**config.mk**
```make
export PLATFORM = sky130hd
export DESIGN_NAME = alu_result_pipe
export DESIGN_NICKNAME = d
export VERILOG_FILES = /design/src/rtl/alu_pipe_pkg.sv /design/src/rtl/alu_pipe_stage.sv /design/src/rtl/alu_result_pipe.sv
export SDC_FILE = /design/constraint.sdc
export NUM_CORES = 1
export LEC_CHECK = 0
export BUFFER_PORTS_ARGS = -buffer_cell sky130_fd_sc_hd__buf_2
export CAP_MARGIN = 5
export CORE_MARGIN = 4
export CORE_UTILIZATION = 35
export CTS_BUF_LIST = sky130_fd_sc_hd__clkbuf_8
export DETAILED_ROUTE_END_ITERATION = 7
export PLACE_DENSITY = 0.57
export SLEW_MARGIN = 20
export SYNTH_ARGS = -nofsm -noshare
export SYNTH_HDL_FRONTEND = slang
export SYNTH_SLANG_ARGS = --single-unit
export TNS_END_PERCENT = 100
```
**constraint.sdc**
```tcl
create_clock -name clk -period 2.3 [get_ports clk]
set_clock_uncertainty 0.15 [all_clocks]
set_input_delay 0.46 -clock clk [delete_from_list [all_inputs] [get_ports clk]]
set_output_delay 0.46 -clock clk [all_outputs]
set_load 0.005 [all_outputs]
```
**src/rtl/alu_pipe_pkg.sv**
```systemverilog
// Shared constants for the ALU result pipeline: default widths, flag bit
// positions and the occupancy counter width.
package alu_pipe_pkg;

   localparam int WIDTH_DEF   = 32;
   localparam int FLAGS_W_DEF = 4;

   localparam int FLAG_Z = 0;
   localparam int FLAG_N = 1;
   localparam int FLAG_C = 2;
   localparam int FLAG_V = 3;

   // Bits needed to hold an occupancy value from 0 to depth inclusive.
   function automatic int count_w(input int depth);
      return $clog2(depth + 1);
   endfunction

endpackage

```
**src/rtl/alu_pipe_stage.sv**
```systemverilog
// One elastic pipeline stage, clocked on the falling edge: a valid bit that
// advances every edge and a payload that only loads when a valid entry arrives.
module alu_pipe_stage
   import alu_pipe_pkg::*;
#(
   parameter int WIDTH   = WIDTH_DEF,
   parameter int FLAGS_W = FLAGS_W_DEF
) (
   input  logic               clk,
   input  logic               rst_n,
   input  logic               flush_i,
   input  logic               ready_i,
   input  logic               vld_i,
   input  logic [WIDTH-1:0]   data_i,
   input  logic [FLAGS_W-1:0] flags_i,
   output logic               vld_d_o,
   output logic               vld_o,
   output logic [WIDTH-1:0]   data_o,
   output logic [FLAGS_W-1:0] flags_o
);

   logic               vld_q,   vld_d;
   logic [WIDTH-1:0]   data_q,  data_d;
   logic [FLAGS_W-1:0] flags_q, flags_d;
   logic               load;

   always_comb begin
      load    = ready_i & vld_i & ~flush_i;
      vld_d   = vld_q;
      data_d  = data_q;
      flags_d = flags_q;
      if (flush_i) begin
         vld_d = 1'b0;
      end else if (ready_i) begin
         vld_d = vld_i;
      end
      // Payload is left untouched by bubbles to avoid needless toggling.
      if (load) begin
         data_d  = data_i;
         flags_d = flags_i;
      end
   end

   always_ff @(negedge clk or negedge rst_n) begin
      if (!rst_n) begin
         vld_q   <= 1'b0;
         data_q  <= '0;
         flags_q <= '0;
      end else begin
         vld_q   <= vld_d;
         data_q  <= data_d;
         flags_q <= flags_d;
      end
   end

   assign vld_d_o = vld_d;
   assign vld_o   = vld_q;
   assign data_o  = data_q;
   assign flags_o = flags_q;

endmodule

```
**src/rtl/alu_result_pipe.sv**
```systemverilog
// Elastic ALU result/flag pipeline of DEPTH negedge stages with valid/ready
// handshake, flush and registered occupancy count.
module alu_result_pipe
   import alu_pipe_pkg::*;
#(
   parameter int WIDTH   = WIDTH_DEF,
   parameter int FLAGS_W = FLAGS_W_DEF,
   parameter int DEPTH   = 2
) (
   input  logic                        clk,
   input  logic                        rst_n,
   input  logic                        in_valid,
   output logic                        in_ready,
   input  logic [WIDTH-1:0]            in_data,
   input  logic [FLAGS_W-1:0]          in_flags,
   input  logic                        flush,
   output logic                        out_valid,
   input  logic                        out_ready,
   output logic [WIDTH-1:0]            out_data,
   output logic [FLAGS_W-1:0]          out_flags,
   output logic [count_w(DEPTH)-1:0]   count
);

   localparam int CNT_W = count_w(DEPTH);

   if (DEPTH < 1) begin : g_depth_chk
      $error("alu_result_pipe: DEPTH must be at least 1");
   end

   logic [DEPTH-1:0]   vld, vld_nxt, rdy;
   logic [WIDTH-1:0]   data  [DEPTH];
   logic [FLAGS_W-1:0] flags [DEPTH];
   logic [CNT_W-1:0]   count_q, count_d;

   // A stage can advance unless it and every stage downstream are full
   // while the consumer stalls; this is the ready chain written flat.
   always_comb begin : ready_chain
      logic tail_full;
      tail_full = 1'b1;
      rdy       = '0;
      for (int i = DEPTH - 1; i >= 0; i--) begin
         tail_full = tail_full & vld[i];
         rdy[i]    = out_ready | ~tail_full;
      end
   end

   for (genvar i = 0; i < DEPTH; i++) begin : g_stage
      logic               vld_src;
      logic [WIDTH-1:0]   data_src;
      logic [FLAGS_W-1:0] flags_src;

      if (i == 0) begin : g_head
         assign vld_src   = in_valid;
         assign data_src  = in_data;
         assign flags_src = in_flags;
      end else begin : g_body
         assign vld_src   = vld[i-1];
         assign data_src  = data[i-1];
         assign flags_src = flags[i-1];
      end

      alu_pipe_stage #(
         .WIDTH   (WIDTH),
         .FLAGS_W (FLAGS_W)
      ) u_stage (
         .clk     (clk),
         .rst_n   (rst_n),
         .flush_i (flush),
         .ready_i (rdy[i]),
         .vld_i   (vld_src),
         .data_i  (data_src),
         .flags_i (flags_src),
         .vld_d_o (vld_nxt[i]),
         .vld_o   (vld[i]),
         .data_o  (data[i]),
         .flags_o (flags[i])
      );
   end

   always_comb begin
      count_d = '0;
      for (int i = 0; i < DEPTH; i++) begin
         count_d = count_d + CNT_W'(vld_nxt[i]);
      end
   end

   always_ff @(negedge clk or negedge rst_n) begin
      if (!rst_n) begin
         count_q <= '0;
      end else begin
         count_q <= count_d;
      end
   end

   assign in_ready  = rst_n & rdy[0] & ~flush;
   assign out_valid = vld[DEPTH-1];
   assign out_data  = data[DEPTH-1];
   assign out_flags = flags[DEPTH-1];
   assign count     = count_q;

endmodule

```
* Yosys cells after proc, flatten, opt, wreduce, memory -nomap -nowiden *
Cells that the tools add are included.

storage, ports and cells
  logic and storage cells = 24
  register bits = 76
  output and inout port bits = 40
  input port bits = 41

cells by class
  muxes and demuxes = 4
  add/subtract/negate cells = 1
  bitwise gates (word level) = 12

operator list
  cell         count
  $and 1x1->1  7
  $mux 1       4
  $not 1->1    3
  $add 1x1->2  1
  $or 1x1->1   2

* Longest topological paths before layout *
Gate-level depths: netlist of the first run.

  depth after elaboration = 6
  mapped depth = 5

* Cells and area by module *
A second synthesis of the first run with hierarchy kept.

second synthesis, totals
  cells, all modules = 166
  area total of the unflattened synthesis = 3170.5 µm²

by module, submodules not included
  module           area each (µm²)  seq. area each (µm²)  times used  cells an instance
  alu_pipe_stage   1536.5           925.9                 2           80
  alu_result_pipe  97.6             50.0                  1           6

==> results of run 1 <==
area by class of cell:
type | count | area (µm²) | share of cell area
sequential | 76 | 1902 | 0.4208
clock inverter | 6 | 90.09 | 0.01993
tap | 105 | 131.4 | 0.02907
clock buffer | 9 | 123.9 | 0.02741
timing repair buffer | 139 | 1136 | 0.2514
multi-input combinational | 82 | 1136 | 0.2514
sequential cells by signal (all words and copies together), names as in the netlist:
signal                   cells
g_stage.u_stage.vld_o        2
count                        2
g_stage.u_stage.data_o      64
g_stage.u_stage.flags_o      8
worst max-delay path by stage:
stage / from / to / slack, ns / cells past startpoint
finish: g_stage[1].u_stage.vld_o / in_ready / -0.78 / 4
CTS: g_stage[1].u_stage.vld_o / in_ready / -0.79 / 4
detailed placement: out_ready / g_stage[0].u_stage.data_o[4] / -0.83 / 5
global placement: out_ready / g_stage[0].u_stage.flags_o[2] / -0.81 / 5
floorplan: out_ready / g_stage[0].u_stage.data_o[10] / -0.61 / 5
global route: g_stage[0].u_stage.vld_o / in_ready / -0.86 / 4
power groups by stage:
| stage | combinational [µW] | clock, µW | sequential, µW |
|---|---|---|---|
| 2_1_floorplan | 407 | 0 | 1830 |
| 3_3_place_gp | 741 | 0 | 1830 |
| 3_5_place_dp | 758 | 0 | 1830 |
| 4_1_cts | 1040 | 1140 | 1800 |
| 5_1_grt | 1180 | 1200 | 1840 |
| 6_report | 1090 | 1090 | 1810 |
critical path, delay by kind of cell (launching register included):
family	cells	cell delay, ns
simple gates	2	0.40
buf+inv	2	0.25
flops	1	0.35
logic make-up after synthesis:
group | synth area share
adder cells (fa/ha/maj) | 0.004145
AND/OR/NAND/NOR | 0.02239
flip-flops | 0.6302
buffers and inverters | 0.03731
multiplexers | 0.3060
per-layer routing:
| layer | part of all wire | global-route usage | vias up |
|---|---|---|---|
| met5 | 0.0019 | 0 | - |
| met4 | 0.013 | 0.05285 | 2 |
| met3 | 0.060 | 0.04014 | 11 |
| met2 | 0.47 | 0.2263 | 50 |
| met1 | 0.45 | 0.1912 | 944 |
| li1 | - | - | 867 |
cell usage in the layout, fill, tap and decap left out, drive strengths merged:
master    instances
and3b             1
buf             139
bufinv            2
clkbuf            9
clkinv            3
clkinvlp          1
dfrtn            76
ha                1
mux2             72
nor2              4
nor2b             1
nor3b             2
or3b              1
repair_timing:
item,in CTS,in global routing
buffers inserted,31,18
gates cloned,12,0
endpoints found under the setup margin,114,114
hold buffers,0,0
hold endpoints to repair,0,0
pin swaps,4,2
resized for setup,46,22
metrics by stage:
stage                       util  total power, µW
after floorplan                -             2234
after global placement    0.4327             2569
after detailed placement  0.4327             2589
after CTS                 0.5468             3984
after global routing      0.5446             4219
final                     0.5446             3990
==> results.txt, run 1 <==
Logic gate share of total power -> 0.274
EDFF count, synth -> 0
Synthesis warning total -> 0
Crit-path slowest cell -> dfrtn_1
Violated checks -> negative setup slack
Cts bufs inserted -> 9
H-tree depth -> 3
Register share of total power -> 0.452
Via count of the first global-routing pass -> 2,017
Data required, critical path -> 1.69 ns
Initial antenna violation count -> 1
Nets in the synthesized netlist -> 208
Global-route usage over all layers -> 0.1444
Reg-to-reg startpoint -> g_stage[1].u_stage.vld_o
WL final -> 6.921 mm
Async set-reset flop share out of synthesis -> 1.000
Final Hold Slack -> 0.2980 ns
Crit-path cells -> and3b_2 > buf_6 > nor3b_2 > buf_2
Top-level I/O count -> 81
R2R cell count -> 8
Clock power frac -> 0.273
Type of the worst setup path -> flop to output port
Non-Filler Cell Area, Final -> 4519 µm²
Worst setup SP type -> flop
Total grt overflow -> 0
Die X-Extent -> 100.9 µm
Total power divided by cell area -> 882.8 nW/µm²
Net switching power figure -> 958.6 µW
Number of nets with antenna violations after routing -> 0
Main area contributors after synthesis -> dfrtn_1 (63%), mux2_2 (16%), mux2_4 (15%)
Unrepaired setup endpoints after global routing -> true
Count of final max-slew check failures -> 0
Effective utilization at floorplan -> 0.3636
Crit. End Element -> output port
Worst-path clk slew -> 0.05 ns
Nets -> 350
Highest fanout seen on the critical path -> 2
DRC Markers -> 0
Clock sink count -> 76
Least setup slack across all paths after layout -> -0.7820 ns
Share of post-route cells with drive strength above 1 -> 0.7436
Clock Latency Late Sink -> 0.33 ns
Final setup viols -> 113
1st-iter DRT viols -> 31
Clock root buffer -> clkbuf_8
Switching fraction of total power -> 0.2403
Post-Layout Cell Count -> 417
Flip-flop and latch count after synthesis -> 76
Number of stages on the worst hold path -> 1
Dominant cell type by area after synthesis -> dfrtn_1
Yosys cell types -> 13
Inst Count DP -> 352
Synthesized area per cell -> 18.18 µm²
Total core area -> 8299 µm²
Leading register cell type out of synthesis -> dfrtn_1
Layout area overhead -> 49.75%
Static leakage -> 0.002323 µW
Max-slew headroom at the worst pin -> 0.8511
Vias after detailed routing -> 1,874
Placement Rows -> 33
Final setup TNS -> -48.39 ns
Internal portion of total power -> 3031 µW
Die area -> 10,170 µm²
Routed wire per std cell -> 16.60 µm
DP Area -> 3591 µm²
Startpoint of the lowest-slack hold path -> g_stage[1].u_stage.data_o[14]
Slew of the pin with the lowest slew margin -> 0.2233 ns
Flop2flop setup slack -> 0.28 ns
First-pass GRT wire length -> 11.04 mm
Status -> complete, but fails checks
CTS tree -> done
Peak ir drop on the vdd network -> 397.1 µV
Filler cells -> 712
Fraction of synthesized cell area taken by the top area cell type -> 0.6302
Proportion of synthesized chip area in sequential cells -> 0.6302
Port Buf Inserts -> 80
Worst Setup Slack post-DPL -> -0.8278 ns
Most common library cells after synthesis -> dfrtn_1 (76), mux2_2 (42), mux2_4 (30)
Number of iterations in the first detailed-routing pass -> 4
Ratio of routed vias to standard cells -> 4.494
Summed instance area of the synthesized netlist -> 3018 µm²
Detailed placement HPWL -> 3.936 mm
Worst-case clock buffer depth -> 2
Tightest Hold Check Type -> flop to flop
Diodes inserted -> 0
Max_cap viols -> 0
Crit path arrival time -> 2.47 ns
Die boundary height -> 100.9 µm
Final RePlAce weighted congestion -> 0.6722
Largest net degree at the start of global routing -> 41
Top-count cell post-synth -> dfrtn_1
Worst Hold Path EP -> g_stage[1].u_stage.data_o[14]
Hold violation total from the final report -> 0
Capture point of the worst reg-to-reg path -> g_stage[0].u_stage.data_o[11]
Count of mapped cells out of synthesis -> 166
Largest stage delay on the critical path -> 0.35 ns
Note: power is estimated with default switching activity, not from simulation.
==> inputs of run 2 (changes only) <==
CORE_ASPECT_RATIO = 1.75   (was default)
==> run 2 against run 1 <==
Net effect:
- the flow still finishes with violations (negative setup slack)
- die area up 0.58%
- clock-buffer cell count increased by 1
- critical path depth unchanged
- power is 2.0% lower
- wire length is 4.3% higher
- global-route usage grew 0.31 points
- critical endpoint unchanged
- largest power group unchanged
- highest routed layer is now met4
==> results.txt, run 2 (same netlist as run 1, synthesis figures left out) <==
Number of nets with antenna violations after routing -> 0 (unchanged)
Largest register FFs -> 64 (unchanged)
Tightest Hold Check Type -> flop to flop
Max layer used -> met4
Clock root buffer -> clkbuf_8
Placement Rows -> 44 (+33%)
Final setup TNS -> -49.03 ns (-0.6383 ns)
Data required, critical path -> 1.69 ns (about the same)
Peak ir drop on the vdd network -> 495.9 µV (+25%)
Clock Latency Late Sink -> 0.33 ns (about the same)
1st-iter DRT viols -> 66 (+110%)
Quantity of hold-fixing buffers added after cts -> 0 (unchanged)
Largest stage delay on the critical path -> 0.34 ns (about the same)
WL final -> 7.219 mm (+4.3%)
Total core area -> 8368 µm² (+0.83%)
Max-slew headroom at the worst pin -> 0.8118 (-0.03935)
Worst setup SP type -> flop
Final setup viols -> 115 (+1.8%)
Crit. End Element -> output port
Crit path arrival time -> 2.42 ns (-0.05 ns)
Final RePlAce weighted congestion -> 0.6965 (+3.6%)
Top-level I/O count -> 81 (unchanged)
Static leakage -> 0.002335 µW (+0.51%)
Total power divided by cell area -> 858.6 nW/µm² (-2.7%)
Diodes inserted -> 0 (unchanged)
DP Area -> 3611 µm² (+0.56%)
Clock sink count -> 76 (unchanged)
Least setup slack across all paths after layout -> -0.7274 ns (+0.05460 ns)
Worst-path clk slew -> 0.06 ns (about the same)
Max_cap viols -> 0 (unchanged)
Detailed placement HPWL -> 3.960 mm (+0.60%)
Most common cell after layout, fill and taps aside -> buf_2
Highest fanout seen on the critical path -> 2 (unchanged)
Layout area overhead -> 50.91%
Leading cell types in the layout, fill and taps excluded -> buf_2 (77), dfrtn_1 (76), mux2_4 (68)
Vias after detailed routing -> 1,866 (-0.43%)
Core occupancy in the finished layout -> 0.5443 (about the same)
Initial antenna violation count -> 0 (-1)
Crit-path slowest cell -> dfrtn_1
Non-Filler Cell Area, Final -> 4554 µm² (+0.78%)
Number of iterations in the first detailed-routing pass -> 4 (unchanged)
Die boundary height -> 130.8 µm (+30%)
Met1 wire length -> 2.953 mm (-5.2%)
Slew of the pin with the lowest slew margin -> 0.2820 ns (+0.05873 ns)
Die X-Extent -> 78.20 µm (-22%)
Effective utilization at floorplan -> 0.3606 (-0.002990)
Via count of the first global-routing pass -> 2,077 (+3.0%)
Total grt overflow -> 0 (unchanged)
Cts bufs inserted -> 9 (unchanged)
DRC Markers -> 0 (unchanged)
Hold violation total from the final report -> 0 (unchanged)
Share of post-route cells with drive strength above 1 -> 0.7484 (+0.004797)
Type of the worst setup path -> flop to output port
Routed wire per std cell -> 16.99 µm (+2.3%)
Unrepaired setup endpoints after global routing -> true
CTS tree -> done
H-tree depth -> 3 (unchanged)
Worst-case clock buffer depth -> 2 (unchanged)
WL met3 -> 384 µm (-7.2%)
Status -> complete, but fails checks
Nets -> 347 (-0.86%)
First-pass GRT wire length -> 11.13 mm (+0.81%)
Count of final max-slew check failures -> 0 (unchanged)
Crit-path cells -> and3b_2 > buf_6 > nor3b_2 > buf_2
Die area -> 10,230 µm² (+0.58%)
Violated checks -> negative setup slack
Port Buf Inserts -> 80 (unchanged)
Largest net degree at the start of global routing -> 32 (-22%)
Routed wl met2 -> 3.770 mm (+15%)
Ratio of routed vias to standard cells -> 4.391 (-2.3%)
Global-route usage over all layers -> 0.1475 (+0.003092)
-- run 2: cell count changes in the layout (fill, tap and decap cells not counted), sizes merged --
cell,delta
clkinvlp,+1
bufinv,-1
buf,-4
clkbuf,+2
-- run 2: final cells by class --
class | instances | area, µm²
clock buffer | 10 | 137.6
timing repair buffer | 136 | 1120
tap | 115 | 143.9
multi-input combinational | 82 | 1187
sequential | 76 | 1902
fill | 723 | 3814
clock inverter | 6 | 63.81
-- run 2: final timing paths --
| check | start | end | slack (ns) | depth (start not counted) |
|---|---|---|---|---|
| setup reg to reg | g_stage[1].u_stage.vld_o | g_stage[1].u_stage.data_o[18] | 0.26 | 7 |
| min in group asynchronous | rst_n | g_stage[1].u_stage.data_o[3] | 0.86 | 1 |
| hold / removal | g_stage[0].u_stage.data_o[22] | g_stage[1].u_stage.data_o[22] | 0.30 | 1 |
| hold reg to reg | g_stage[0].u_stage.data_o[22] | g_stage[1].u_stage.data_o[22] | 0.30 | 1 |
| setup / recovery | g_stage[1].u_stage.vld_o | in_ready | -0.73 | 4 |
| max in group asynchronous | rst_n | count[1] | 0.70 | 2 |
-- run 2: stage by stage --
| stage | setup WS [ns] | hold slack (ns) | instances | power (µW) |
|---|---|---|---|---|
| after floorplan | -0.6132 | 0.2870 | 166 | 2234 |
| after global placement | -0.7925 | 0.2944 | 363 | 2572 |
| after detailed placement | -0.8323 | 0.2985 | 363 | 2587 |
| after CTS | -0.7567 | 0.2972 | 418 | 3916 |
| after global routing | -0.8100 | 0.3063 | 425 | 4118 |
| final | -0.7274 | 0.2960 | 425 | 3910 |
-- run 2: critical path, delay by kind of cell, from the launching register on --
family                 cells  cell delay, ns
buffers and inverters      2            0.25
flip-flops                 1            0.34
AND/OR/NAND/NOR            2            0.36
-- run 2: power by group --
| group | switching [µW] | internal, µW | leakage [µW] | total, µW |
|---|---|---|---|---|
| logic | 316 | 756 | 0.00133 | 1070 |
| registers | 157 | 1660 | 0.000904 | 1810 |
| clock network | 496 | 529 | 0.0000983 | 1020 |
-- run 2: what timing repair did --
action	CTS	global route
endpoints found under the hold margin	0	0
pin swaps	4	4
setup buffers	28	18
endpoints found under the setup margin	114	114
resized for setup	59	15
cloned	11	1
-- run 2: layer usage --
layer	up-vias	global-route usage
li1	859	-
met1	942	0.1736
met2	55	0.2551
met3	10	0.04047
met4	0	0.05870
met5	-	0
==> inputs of run 3 (changes only) <==
ABC_CLOCK_PERIOD_IN_PS = 2300   (was default)
SYNTH_HIERARCHICAL = 1   (was default)
==> run 3 against run 2 <==
Net effect:
- synthesized area up 5.1%
- worst setup slack got worse by 0.0052 ns
- the run still ends with negative setup slack left
- largest power group unchanged
- die area rose by 4.6%
- critical path depth is the same
- combinational power is essentially flat
- wire length decreased by 5.0%
- sequential power about the same
- clock-buffer cell count did not move
- final area down 1.4%
- utilization decreased by 3.3 points
- final cell count up 0.47%
==> results.txt, run 3 <==
Number of iterations in the first detailed-routing pass -> 3 (-1)
Die area -> 10,710 µm² (+4.6%)
Die boundary height -> 133.9 µm (+2.3%)
Reg-to-reg startpoint -> g_stage[1].u_stage/vld_o
Clock root buffer -> clkbuf_8
Max-slew headroom at the worst pin -> 0.8134 (+0.001608)
Unrepaired setup endpoints after global routing -> true
Synthesized area per cell -> 19.10 µm² (+5.1%)
1st-iter DRT viols -> 27 (-59%)
Top-count cell post-synth -> dfrtn_1
Met1 wire length -> 2.760 mm (-6.5%)
Total power divided by cell area -> 889.7 nW/µm² (+3.6%)
Static leakage -> 0.002441 µW (+4.6%)
CTS tree -> done
Nets -> 347 (unchanged)
Fraction of synthesized cell area taken by the top area cell type -> 0.5998 (-0.03034)
Routed wire per std cell -> 16.05 µm (-5.5%)
Proportion of synthesized chip area in sequential cells -> 0.5998 (-0.03034)
Least setup slack across all paths after layout -> -0.7326 ns (-0.005221 ns)
Port Buf Inserts -> 80 (unchanged)
WL met3 -> 400 µm (+4.2%)
Worst-case clock buffer depth -> 2 (unchanged)
Total core area -> 8783 µm² (+5.0%)
Ratio of routed vias to standard cells -> 4.337 (-1.2%)
Crit. End Element -> output port
Leading cell types in the layout, fill and taps excluded -> buf_2 (78), dfrtn_1 (76), mux2_4 (72)
Source of the critical timing path -> g_stage[0].u_stage/vld_o
Summed instance area of the synthesized netlist -> 3171 µm² (+5.1%)
Total grt overflow -> 0 (unchanged)
Tightest Hold Check Type -> flop to flop
Main area contributors after synthesis -> dfrtn_1 (60%), mux2_4 (28%), mux2_2 (4.3%)
Data required, critical path -> 1.69 ns (about the same)
Buffers plus inverters on the worst setup path -> 2 (unchanged)
Top-level I/O count -> 81 (unchanged)
Most common cell after layout, fill and taps aside -> buf_2
Post-Layout Cell Count -> 427 (+0.47%)
Leading register cell type out of synthesis -> dfrtn_1
Count of final max-slew check failures -> 0 (unchanged)
Crit-path cells -> nand3b_4 > buf_6 > and3b_1 > buf_2
Layout area overhead -> 41.63%
Nets in the synthesized netlist -> 208 (unchanged)
Max layer used -> met4
Max_cap viols -> 0 (unchanged)
Dominant cell type by area after synthesis -> dfrtn_1
Via count of the first global-routing pass -> 2,076 (-0.048%)
Flip-flop and latch count after synthesis -> 76 (unchanged)
Largest stage delay on the critical path -> 0.46 ns (+0.12 ns)
Vias after detailed routing -> 1,852 (-0.75%)
Count of mapped cells out of synthesis -> 166 (unchanged)
First-pass GRT wire length -> 10.87 mm (-2.3%)
Startpoint of the lowest-slack hold path -> g_stage[0].u_stage/data_o[16]
Synthesis warning total -> 6 (+6)
Effective utilization at floorplan -> 0.3610 (about the same)
Hold violation total from the final report -> 0 (unchanged)
Largest net degree at the start of global routing -> 53 (+66%)
Worst setup SP type -> flop
WL final -> 6.855 mm (-5.0%)
Final RePlAce weighted congestion -> 0.6874 (-1.3%)
Inst Count DP -> 366 (+0.83%)
Detailed placement HPWL -> 3.932 mm (-0.69%)
Global-route usage over all layers -> 0.1360 (-0.01147)
EDFF count, synth -> 0 (unchanged)
Final setup TNS -> -32.74 ns (+16.29 ns)
Violated checks -> negative setup slack
Type of the worst setup path -> flop to output port
H-tree depth -> 3 (unchanged)
Slew of the pin with the lowest slew margin -> 0.2799 ns (-0.002110 ns)
Yosys cell types -> 12 (-1)
Final setup viols -> 114 (-0.87%)
Top delay family on crit path -> flip-flops
Routed wl met2 -> 3.560 mm (-5.6%)
Share of post-route cells with drive strength above 1 -> 0.7290 (-0.01935)
Most common library cells after synthesis -> dfrtn_1 (76), mux2_4 (60), mux2_2 (12)
Cts bufs inserted -> 9 (unchanged)
DRC Markers -> 0 (unchanged)
Async set-reset flop share out of synthesis -> 1.000 (unchanged)
Core occupancy in the finished layout -> 0.5113 (-0.03300)
Status -> complete, but fails checks
Placement Rows -> 45 (+2.3%)
Number of nets with antenna violations after routing -> 0 (unchanged)
Highest fanout seen on the critical path -> 2 (unchanged)
Peak ir drop on the vdd network -> 467.4 µV (-5.8%)
Crit-path slowest cell -> dfrtn_1
Quantity of hold-fixing buffers added after cts -> 0 (unchanged)
Diodes inserted -> 0 (unchanged)
Initial antenna violation count -> 0 (unchanged)
Clock sink count -> 76 (unchanged)
Worst-path clk slew -> 0.05 ns (about the same)
Clock Latency Late Sink -> 0.33 ns (about the same)
Worst Setup Slack post-DPL -> -0.6795 ns (+0.1528 ns)
Die X-Extent -> 79.95 µm (+2.2%)
Largest register FFs -> 64 (unchanged)
Crit path arrival time -> 2.42 ns (about the same)
run 3: cell count changes in the layout (fill, tap and decap cells not counted), sizes merged, moves of 2 or more:
cell / change
nand3b: +3
clkinvlp: -2
mux2i: +2
nor2: -2
nor3b: -2
run 3: timing repair:
action / 4_1_cts / 5_1_grt
pin swaps: 2 / 2
endpoints found under the setup margin: 114 / 115
buffers inserted: 28 / 16
resized for setup: 22 / 8
cloned: 7 / 1
run 3: per-layer routing:
layer | vias up | track usage
met2 | 61 | 0.2260
met3 | 10 | 0.03562
met4 | 0 | 0.06485
met5 | - | 0
li1 | 858 | -
met1 | 923 | 0.1610
run 3: path summary, 6_finish.rpt:
path	to	slack, ns	depth (start not counted)
min in group asynchronous	g_stage[0].u_stage/flags_o[0]	0.97	2
worst min register to register	g_stage[1].u_stage/data_o[16]	0.30	1
max in group asynchronous	g_stage[0].u_stage/data_o[20]	0.71	2
worst max register to register	g_stage[1].u_stage/data_o[8]	0.44	8
worst max-delay path	in_ready	-0.73	4
worst min-delay path	g_stage[1].u_stage/data_o[16]	0.30	1
run 3: cell type report:
cell class | instances | area, µm²
Clock inverter | 6 | 78.83
Fill cell | 796 | 4293
Sequential cell | 76 | 1902
Clock buffer | 10 | 137.6
Multi-Input combinational cell | 82 | 1181
Tap cell | 117 | 146.4
Timing Repair Buffer | 136 | 1045
run 3: per-stage QoR:
step / hold slack, ns / cell area [µm²] / total power [µW]
after floorplan: 0.2864 / 3203 / 2311
after global placement: 0.2960 / 3767 / 2639
after detailed placement: 0.2976 / 3767 / 2654
after CTS: 0.3028 / 4458 / 3986
after global routing: 0.3141 / 4491 / 4223
final: 0.3021 / 4491 / 3995
run 3: cell families after synthesis:
group	count (synthesis)	synth area share
adder cells (fa/ha/maj)	1	0.003946
AND/OR/NAND/NOR	7	0.01815
multiplexers	74	0.3331
buffers and inverters	8	0.04499
flip-flops	76	0.5998
run 3: power breakdown:
group          leakage [µW]  internal (µW)  total (µW)  switching, µW
Clock              0.000117            631        1100            465
Combinational       0.00142            777        1090            313
Sequential         0.000905           1650        1810            154
Total               0.00244           3060        4000            932
